===== src/rtl/fifo_rd_stream_16o.sv =====
// Turns a fixed-latency FIFO read port into a valid/ready stream with framing (m_last, beat_cnt).
// Define FIFO_RD_OREG_EN when the FIFO has its output register enabled (read latency 2 instead of 1).
module fifo_rd_stream_16o #(
    parameter int unsigned DATA_WIDTH = 16,
    parameter int unsigned FRAME_LEN  = 4
) (
    input  logic                  rd_clk,
    input  logic                  rd_rst_n,
    output logic                  rd_en,
    input  logic                  rd_empty,
    input  logic [DATA_WIDTH-1:0] rd_data,
    output logic                  m_valid,
    input  logic                  m_ready,
    output logic [DATA_WIDTH-1:0] m_data,
    output logic                  m_last,
    output logic [7:0]            beat_cnt
);

`ifdef FIFO_RD_OREG_EN
    localparam int unsigned LAT = 2;
`else
    localparam int unsigned LAT = 1;
`endif
    localparam int unsigned DEPTH = LAT + 1;
    localparam int unsigned CW    = 2;
    localparam int unsigned PW    = 2;
    localparam int unsigned OW    = 3;
    localparam logic [7:0]  LAST_BEAT = 8'(FRAME_LEN - 1);

    localparam logic [1:0] S_IDLE   = 2'd0;
    localparam logic [1:0] S_FILL   = 2'd1;
    localparam logic [1:0] S_STREAM = 2'd2;

    logic [1:0]            state;
    logic [1:0]            state_next;
    logic [CW-1:0]         count;
    logic [CW-1:0]         count_next;
    logic [LAT-1:0]        pipe;
    logic [LAT-1:0]        pipe_next;
    logic [CW-1:0]         inflight;
    logic [CW-1:0]         inflight_next;
    logic [PW-1:0]         head;
    logic [PW-1:0]         head_next;
    logic [PW-1:0]         tail;
    logic [PW-1:0]         tail_next;
    logic [7:0]            beat_cnt_next;
    logic [DATA_WIDTH-1:0] mem [4];
    logic [OW-1:0]         occ;
    logic                  pop;
    logic                  capture;

    function automatic logic [PW-1:0] ptr_inc(input logic [PW-1:0] p);
        return (p == PW'(DEPTH - 1)) ? '0 : p + PW'(1);
    endfunction

    // Shift register of issued reads; the oldest bit marks a word landing on rd_data this cycle.
`ifdef FIFO_RD_OREG_EN
    assign inflight      = CW'(pipe[0]) + CW'(pipe[1]);
    assign pipe_next     = {pipe[0], rd_en};
    assign inflight_next = CW'(pipe_next[0]) + CW'(pipe_next[1]);
`else
    assign inflight      = CW'(pipe[0]);
    assign pipe_next     = rd_en;
    assign inflight_next = CW'(pipe_next[0]);
`endif

    assign capture = pipe[LAT-1];
    assign m_valid = rd_rst_n && (state == S_STREAM);
    assign pop     = m_valid && m_ready;
    assign m_data  = m_valid ? mem[head] : '0;
    assign m_last  = m_valid && (beat_cnt == LAST_BEAT);

    // Read only if the word is guaranteed a slot after accounting for reads still in flight.
    assign occ   = OW'(count) + OW'(inflight) - OW'(pop);
    assign rd_en = rd_rst_n && !rd_empty && (occ < OW'(DEPTH));

    always_comb begin
        count_next    = count;
        head_next     = head;
        tail_next     = tail;
        beat_cnt_next = beat_cnt;
        state_next    = S_IDLE;

        if (capture) begin
            tail_next = ptr_inc(tail);
        end
        if (pop) begin
            head_next     = ptr_inc(head);
            beat_cnt_next = (beat_cnt == LAST_BEAT) ? 8'd0 : beat_cnt + 8'd1;
        end
        count_next = count + CW'(capture) - CW'(pop);

        if (count_next != '0) begin
            state_next = S_STREAM;
        end else if (inflight_next != '0) begin
            state_next = S_FILL;
        end else begin
            state_next = S_IDLE;
        end
    end

    always_ff @(posedge rd_clk) begin
        if (!rd_rst_n) begin
            state    <= S_IDLE;
            count    <= '0;
            pipe     <= '0;
            head     <= '0;
            tail     <= '0;
            beat_cnt <= '0;
        end else begin
            state    <= state_next;
            count    <= count_next;
            pipe     <= pipe_next;
            head     <= head_next;
            tail     <= tail_next;
            beat_cnt <= beat_cnt_next;
        end
    end

    always_ff @(posedge rd_clk) begin
        if (!rd_rst_n) begin
            for (int i = 0; i < 4; i++) begin
                mem[i] <= '0;
            end
        end else if (capture) begin
            mem[tail] <= rd_data;
        end
    end

endmodule


===== config.mk =====
export PLATFORM = sky130hd
export DESIGN_NAME = fifo_rd_stream_16o
export DESIGN_NICKNAME = d
export VERILOG_FILES = /design/src/rtl/fifo_rd_stream_16o.sv
export SDC_FILE = /design/constraint.sdc
export NUM_CORES = 1
export LEC_CHECK = 0
export BUFFER_PORTS_ARGS = -buffer_cell sky130_fd_sc_hd__buf_2
export CAP_MARGIN = 20
export CORE_ASPECT_RATIO = 2
export CORE_MARGIN = 8
export CORE_UTILIZATION = 60
export DETAILED_ROUTE_END_ITERATION = 7
export PLACE_DENSITY_LB_ADDON = 0.15
export SETUP_SLACK_MARGIN = 0.02
export SLEW_MARGIN = 20
export SYNTH_ARGS = -nofsm -noshare
export SYNTH_HDL_FRONTEND = slang
export SYNTH_SLANG_ARGS = --single-unit
export TNS_END_PERCENT = 100

===== constraint.sdc =====
create_clock -name rd_clk -period 4.9 [get_ports rd_clk]
set_clock_uncertainty 0.2 [all_clocks]
set_input_delay 0.245 -clock rd_clk [delete_from_list [all_inputs] [get_ports rd_clk]]
set_output_delay 0.245 -clock rd_clk [all_outputs]
set_load 0.005 [all_outputs]

[Word level (Yosys, flattened, before mapping)]
Memories as Yosys holds them, arrays and structs flattened. A register that Yosys moved wholly into a read port is not among the register bits.
Cells that the tools add are included.
Word-level totals
  flip-flop bits (word level): 17
  memory bits (writable): 64
  memories kept: 1
  output and inout port bits: 27
  input bits: 20
  logic and storage cells: 45
Memory list
  mem: words 4, bits a word 16, rd ports 1, clocked after Yosys merged registers in 1, wr ports 4, line 47  | logic [DATA_WIDTH-1:0] mem [4];
Operators by class
  reduce and logical (&&, ||, !) cells: 9
  bitwise gates (word level): 1
  add/sub/neg operators: 7
  muxes and demuxes: 15
  eq/ne operators: 4
  magnitude comparators: 1
Operators by type and width (count)
  16-bit 2-to-1 mux: 2
  16-bit OR reduction: 1
  2-bit 2-to-1 mux: 6
  8-bit by 1-bit adder with 8-bit output (second input constant): 1
  8-bit by 2-bit equality test with 1-bit output (second input constant): 1
  8-bit 2-to-1 mux: 1
  1-bit 2-to-1 mux: 6
  1-bit logical AND: 5
  2-bit by 1-bit adder with 2-bit output (second input constant): 2
  2-bit by 1-bit equality test with 1-bit output (second input constant): 2
  2-bit by 1-bit adder with 3-bit output: 1
  3-bit by 2-bit less-than comparator with 1-bit output (second input constant): 1
  3-bit by 1-bit subtractor with 3-bit output: 1
  2-bit by 1-bit adder with 2-bit output: 1
  2-bit equality test (second input constant): 1
  2-bit nonzero test: 1
  2-bit OR reduction: 1
  2-bit by 1-bit subtractor with 2-bit output: 1
  1-bit zero test: 1
  1-bit inverter: 1

[Logic depth before layout (Yosys ltp)]
Gate-level depths: netlist (run 1).
  depth after elaboration: 8
  gate-level depth with buffers: 9
  gate-level depth less buffers: 8

[Least setup slack after synthesis (run 1)]
No wires, ideal clock.
  kind: reg-to-output
  from: reg state[1]
  to: out rd_en
  stages on the path, launching flop included: 8
  data arrival time: 2.090 ns
  path slack: 2.365 ns
  cells stage by stage: dfxtp_1 nand4b_4 buf_1 or2_2 nand2_1 ha_1 fa_1 nor4b_1
Between the ends
  cells in the longest elaborated chain, start to end: 6
Ends and longest elaborated chain
  from (decl): line 34  | logic [1:0] state;
  from (signal assigned): line 111  | state <= state_next;
  2-bit equality test: line 68  | assign m_valid = rd_rst_n && (state == S_STREAM);
  1-bit logical AND: line 68
  1-bit logical AND: line 69  | assign pop = m_valid && m_ready;
  3-bit by 1-bit subtractor with 3-bit output: line 74  | assign occ = OW'(count) + OW'(inflight) - OW'(pop);
  3-bit by 2-bit less-than comparator with 1-bit output: line 75  | assign rd_en = rd_rst_n && !rd_empty && (occ < OW'(DEPTH));
  1-bit logical AND: line 75
  to (decl): line 9  | output logic rd_en,
Every way passes these cells.

[Worst setup path in the final report (run 1)]
  from: in m_ready
  to: out rd_en
Between the ends
  cells in the longest elaborated chain, start to end: 4
Ends and longest elaborated chain
  from (decl): line 13  | input logic m_ready,
  1-bit logical AND: line 69
  3-bit by 1-bit subtractor with 3-bit output: line 74
  3-bit by 2-bit less-than comparator with 1-bit output: line 75
  1-bit logical AND: line 75
Every way passes these cells.

==> summary.txt, run 1 <==
vias in the first global route: 2377
crit-path max FO: 18
r2r setup slk: 2.24 ns
share of layout cells above drive strength 1: 28.3%
RR Startpoint: capture$_SDFF_PN0_
Clk Latency, worst-skew pair: 0.33 ns
number of hold violations in the final report: 0
Sequential Power Share: 47.6%
Final Cycle Share: 65.6%
fin crit period: 3.22 ns
starting density of the core: 61.8%
Slew @ Worst Pin: 0.983 ns
layout net count: 333
Relative slew margins: 34.2%
hold path cells: 2
NetSw: 0.000392 W
Pre-antenna DRT Iters: 4
Die ar.: 0.00911 mm²
TritonCTS clock tree: done
sw frac: 21.4%
Hold WC Path Type: input pin to flip-flop
GRT overflow: 0
Worst path max stage delay: 0.53 ns
Hold Crit Start: rd_data[13]
mean post-synth cell area: 14.2 µm²
via count: 2251
count of warnings emitted by yosys: 0
drt wl/cell: 19.4 µm
Yosys top cell area share: 51.8%
global-route wire length before repair: 11900 µm
DR iter-0 viols: 159
VDD IR max: 0.000291 V
crit-path cells: dlygate4sd3_1 > buf_2 > nand4b_4 > or2_2 > nand2_1 > ha_1 > fa_1 > nor4b_1 > buf_2
core footprint: 0.00601 mm²
PostCTS Resize Cnt: 0
clk slew on worst S/H paths: 0.06 ns
CTS Buffer Depth: 2
DIE HEIGHT: 127 µm
clock share of power: 42.0%
vias per cell: 5.96
Syn Nets: 285
max_cap viols: 0
final antenna-violating net count: 0
worst r2r path cells: 4
Max Clk Rate: 311 MHz
hold-fix buffers at CTS: 2
final RePlAce weighted congestion: 0.745
dominant cells by area after synthesis: edfxtp_1, dfxtp_1, mux4_2, and2_1, and3_1
DRC errors left: 0
Final Power: 0.00184 W
WHS Endpoint: mem[2][13]$_SDFFCE_PN0P_
Num Clock Sinks: 83
combinational share of power: 10.4%
Pwr Density: 420 mW/mm²
P_leak: 1.75 nW
Post-CTS Repair Setup Buffers: 0
initial antenna violation count: 0
Final Setup Violations: 0
commonest non-fill, non-tap cell in the layout: edfxtp_1
final-report max-slew violation count: 0
internal power: 0.00144 W
Mapped Area: 0.00371 mm²
Setup Crit Path Kind: input pin to primary output
post-synth top area cell: edfxtp_1
htree depth: 3
cts bufs inserted: 9
row cnt: 40
reg-to-reg endpoint: mem[0][3]$_SDFFCE_PN0P_
RSZ-0062 raised after global routing: false
ant diodes: 0
Final HPWL DP: 4810 µm
final WL: 7340 µm
port bufs: 46
crit-path most repeated cell: buf_2
status: finished, final reports clean
Mapped Cells: 262
area delta synth->final: 17.7%
root buffer cell: clkbuf_16
largest net degree at the start of global routing: 34
Die X: 71.6 µm
crit path DAT: 2.77 ns
Distinct cells, synth: 36
Critical Path Source Type: input pin
sequential cell area fraction in the yosys report: 62.0%
total track usage: 17.3%
Top Ports: 47
most frequent cells in the layout: edfxtp_1, and2_1, buf_2, dfxtp_1
Worst Setup End Kind: primary output
Critical Path RT: 4.45 ns
Yosys reg bits: 83
Slowest cell on crit path: dlygate4sd3_1
final setup TNS: 0 ns
power by group through the flow:
stage          logic, W  registers, W  clock network, W
3_5_place_dp   0.000193      0.000889                 0
4_1_cts        0.000196      0.000876          0.000778
3_3_place_gp   0.000188      0.000885                 0
5_1_grt        0.000215      0.000884          0.000803
2_1_floorplan  0.000150      0.000860                 0
6_report       0.000192      0.000873          0.000771
layout make-up:
type	instances	area [µm²]
Multi-Input combinational cell	162	1340
Timing Repair Buffer	51	273
Tap cell	63	78.8
Fill cell	406	1640
Clock inverter	1	30.0
Inverter	3	11.3
Sequential cell	83	2300
Clock buffer	15	332
flip-flops by register name, summed over array words and instances, names as in the netlist, named ones only:
register and cells:
mem 64, beat_cnt 8, count 2, head 2
state 2, tail 2, capture 1
cells in the mapped netlist:
library cell  instances
and3_1               17
dfxtp_1              19
nand2_1               8
xnor2_1               2
o21ai_0               4
nand3_1               4
nor2_1                2
o31ai_4               1
nor3b_2               2
clkbuf_1             10
or2_2                 2
nor3_2                1
nor3_1                1
a21oi_1               6
buf_1                 1
mux2i_1               1
or3_1                 4
a31oi_1               2
ha_1                  2
or4_1                 3
mux4_2               16
nand2b_1              2
and2_1               53
or4b_4                1
xor2_1                2
nand4_1               1
nand4b_4              1
inv_1                 3
o31ai_1               3
buf_4                 1
nor4b_1               2
nand3b_1              1
fa_1                  1
buf_2                 2
nor2b_1              17
edfxtp_1             64
kinds of logic (layout without fill, tap and decap cells):
group	count (synthesis)	count (layout)	synth area share, %
buffers and inverters	17	70	1.89
adders and majority gates	3	3	1.21
AOI/OAI and AO/OA	16	16	2.86
muxes	17	17	9.98
xor gates and xnor gates	4	4	0.944
DFF	83	83	62.0
and+or+nand+nor	122	122	21.1
routing by layer:
| layer | share of wire [%] | track usage, % | vias to the layer above |
|---|---|---|---|
| li1 | - | - | 1057 |
| met1 | 37 | 17.9 | 1119 |
| met2 | 56 | 30.9 | 62 |
| met3 | 5.4 | 5.25 | 13 |
| met4 | 2.0 | 7.64 | 0 |
| met5 | 0 | 0 | - |
worst max-delay path: cells and delay by family:
kind                       cells  cell delay (ns)
adders and majority gates      2             0.59
buffers and inverters          3             0.86
and+or+nand+nor                4             1.07
worst max path at each step:
stage                        startpoint    end  slack, ns  cells after the start
global placement               rd_rst_n  rd_en       1.86                      8
floorplan           state[1]$_SDFF_PN0_  rd_en       2.37                      7
detailed placement             rd_rst_n  rd_en       1.84                      8
finish                          m_ready  rd_en       1.68                      9
global route                    m_ready  rd_en       1.47                      9
CTS                             m_ready  rd_en       1.68                      9
through the flow:
stage	hold WS, ns	std cells	instance area [µm²]	utilization, %	worst slack, ns
2_1_floorplan	0.124	262	3710	-	2.37
3_3_place_gp	0.229	360	3990	66.4	1.86
3_5_place_dp	0.230	360	3990	66.4	1.84
4_1_cts	0.0138	378	4370	72.7	1.68
5_1_grt	0.0193	378	4370	72.7	1.47
6_report	0.0253	378	4370	72.7	1.68
Note: power is estimated with default switching activity, not from simulation.
==> run 2: changes to the inputs <==
Settings changed: CORE_UTILIZATION 60 to 57.
Clock period 4.9 ns to 3.07 ns, I/O delays scaled along.
==> run 2 against run 1 <==
Hold slack improved by 0.15 ns. Global-route usage decreased by 0.33 points. Power increased by 57%. Sequential share of layout area decreased by 2.7 points. Design area increased by 5.3%. Cell count increased by 13%. Non-clock buffer count increased by 25. First-iteration DRC count increased by 9.4%. Core utilization increased by 0.14 points. Critical endpoint unchanged.
==> summary.txt, run 2 (synthesis gave the netlist of run 1 again) <==
status: finished, final reports clean
Hold WC Path Type: input pin to flip-flop
Placed Area: 0.00407 mm² (+2.0%)
Worst path max stage delay: 0.46 ns (-0.07 ns)
Buf+Inv Stages, Crit Path: 1 (-2)
FF/Latch Area: 0.00230 mm² (about the same)
DRC errors left: 0 (unchanged)
fill count: 443 (+9.1%)
post-route cell area: 0.00460 mm² (+5.3%)
number of hold violations in the final report: 0 (unchanged)
final-report max-slew violation count: 0 (unchanged)
CTS Buffer Depth: 2 (unchanged)
Slew @ Worst Pin: 0.789 ns (-0.194 ns)
reg-to-reg endpoint: state[1]$_SDFF_PN0_
vias per cell: 5.44 (-8.7%)
worst setup path endpoint: rd_en
row cnt: 41 (+2.5%)
Max Clk Rate: 374 MHz
P_leak: 1.85 nW (+5.3%)
Top Ports: 47 (unchanged)
crit path DAT: 2.32 ns (-0.45 ns)
DIE HEIGHT: 130 µm (+2.3%)
port bufs: 46 (unchanged)
drt wl/cell: 17.2 µm (-12%)
clk slew on worst S/H paths: 0.06 ns (about the same)
final WL: 7320 µm (-0.31%)
ant diodes: 0 (unchanged)
htree depth: 3 (unchanged)
GRT overflow: 0 (unchanged)
Final Setup Violations: 0 (unchanged)
via count: 2317 (+2.9%)
Relative slew margins: 47.3% (+13 points)
worst r2r path cells: 7 (+3)
most frequent cells in the layout: edfxtp_1, and2_1, buf_2, dfxtp_1, dlygate4sd3_1
share of layout cells above drive strength 1: 28.8% (+0.57 points)
Die ar.: 0.00951 mm² (+4.3%)
CP Depth: 7 (-2)
Slowest cell on crit path: fa_1
RR Startpoint: state[1]$_SDFF_PN0_
commonest non-fill, non-tap cell in the layout: edfxtp_1
Pwr Density: 628 mW/mm² (+49%)
starting density of the core: 58.8% (-3.0 points)
Num Clock Sinks: 83 (unchanged)
final antenna-violating net count: 0 (unchanged)
total track usage: 17.0% (-0.33 points)
area delta synth->final: 23.9%
RSZ-0062 raised after global routing: false
VDD IR max: 0.000448 V (+54%)
Worst Setup End Kind: primary output
vias in the first global route: 2491 (+4.8%)
TritonCTS clock tree: done
Pre-antenna DRT Iters: 4 (unchanged)
Die X: 73.1 µm (+2.0%)
final RePlAce weighted congestion: 0.733 (-1.6%)
max reg flops: 64 (unchanged)
r2r setup slk: 0.82 ns (-1.42 ns)
Critical Path Source Type: flip-flop
crit-path max FO: 4 (-14)
Final Cycle Share: 87.1%
Critical Path RT: 2.72 ns (-1.73 ns)
biggest regs: mem: 64 flops, beat_cnt: 8 flops
Top reg by flops: mem
core footprint: 0.00631 mm² (+5.1%)
initial antenna violation count: 0 (unchanged)
Crit. Startpoint: state[1]$_SDFF_PN0_
fin crit period: 2.68 ns
Final HPWL DP: 4690 µm (-2.4%)
DR iter-0 viols: 174 (+9.4%)
cts bufs inserted: 9 (unchanged)
largest net degree at the start of global routing: 33 (-2.9%)
Clk Latency, worst-skew pair: 0.33 ns (about the same)
final setup TNS: 0 ns (unchanged)
crit-path cells: nand4b_4 > or2_2 > nand2_1 > ha_1 > fa_1 > nor4b_2 > buf_2
footprint of the multi-input gates: 0.00135 mm² (+0.47%)
Layout Utilization: 72.9% (+0.14 points)
global-route wire length before repair: 11900 µm (+0.24%)
root buffer cell: clkbuf_16
layout net count: 358 (+7.5%)
Setup Crit Path Kind: flip-flop to primary output
Top delay family on crit path: simple AND/OR/NAND/NOR gates
max_cap viols: 0 (unchanged)
[run 2: changes by cell type in the layout (fill, tap and decap cells not counted), sizes merged]
cell         delta
clkbuf          -4
clkinv          +2
inv             +1
buf             +9
clkinvlp        +1
dlygate4sd3    +16
[run 2: repair_timing]
action	4_1_cts	5_1_grt
setup endpoints to repair	0	1
hold buffers	18	0
buffers inserted	0	2
hold endpoints to repair	68	0
gates resized for setup	0	1
[run 2: metal layers]
layer	global-route usage, %	part of all wire, %
met1	17.6	37
met2	30.5	56
met3	4.23	3.8
met4	8.67	2.4
met5	0	0
[run 2: worst min path at each step]
| stage | endpoint | slack [ns] | depth (start not counted) | from |
|---|---|---|---|---|
| 2_1_floorplan | capture$_SDFF_PN0_ | 0.03 | 1 | rd_empty |
| 3_3_place_gp | capture$_SDFF_PN0_ | 0.15 | 2 | rd_empty |
| 3_5_place_dp | capture$_SDFF_PN0_ | 0.15 | 2 | rd_empty |
| 4_1_cts | beat_cnt[0]$_SDFFE_PN0P_ | 0.16 | 4 | rd_rst_n |
| 5_1_grt | flip-flop | 0.19 | 3 | rd_rst_n |
| 6_report | head[1]$_SDFFE_PN0P_ | 0.17 | 4 | rd_rst_n |
[run 2: per-stage QoR]
stage               power (W)  hold slack (ns)  setup WS, ns  cells
finish                0.00289            0.175         0.395    426
global route          0.00299            0.189         0.236    426
CTS                   0.00290            0.159        0.0730    424
detailed placement    0.00174            0.147         0.447    390
global placement      0.00173            0.150         0.501    390
floorplan             0.00161           0.0328         0.548    262
[run 2: power by group]
group	switching, W	total (W)	internal (W)	leakage, nW
Clock	0.000421	0.00115	0.000727	0.160
Sequential	0.0000383	0.00136	0.00132	0.803
Combinational	0.000189	0.000381	0.000192	0.885
[run 2: layout make-up]
cell class | count | share of cell area [%]
Clock buffer | 11 | 5.99
Clock inverter | 5 | 1.20
Inverter | 3 | 0.245
Multi-Input combinational cell | 162 | 29.3
Sequential cell | 83 | 50.1
Tap cell | 86 | 2.34
Timing Repair Buffer | 76 | 10.9
[run 2: worst reg2reg max path, stage by stage (launching register included)]
cell	delay (ns)
dfxtp_1	0.37
nand4b_4	0.12
or2_2	0.32
nand2_1	0.07
ha_1	0.15
fa_1	0.46
and2_1	0.19
or2_2	0.27
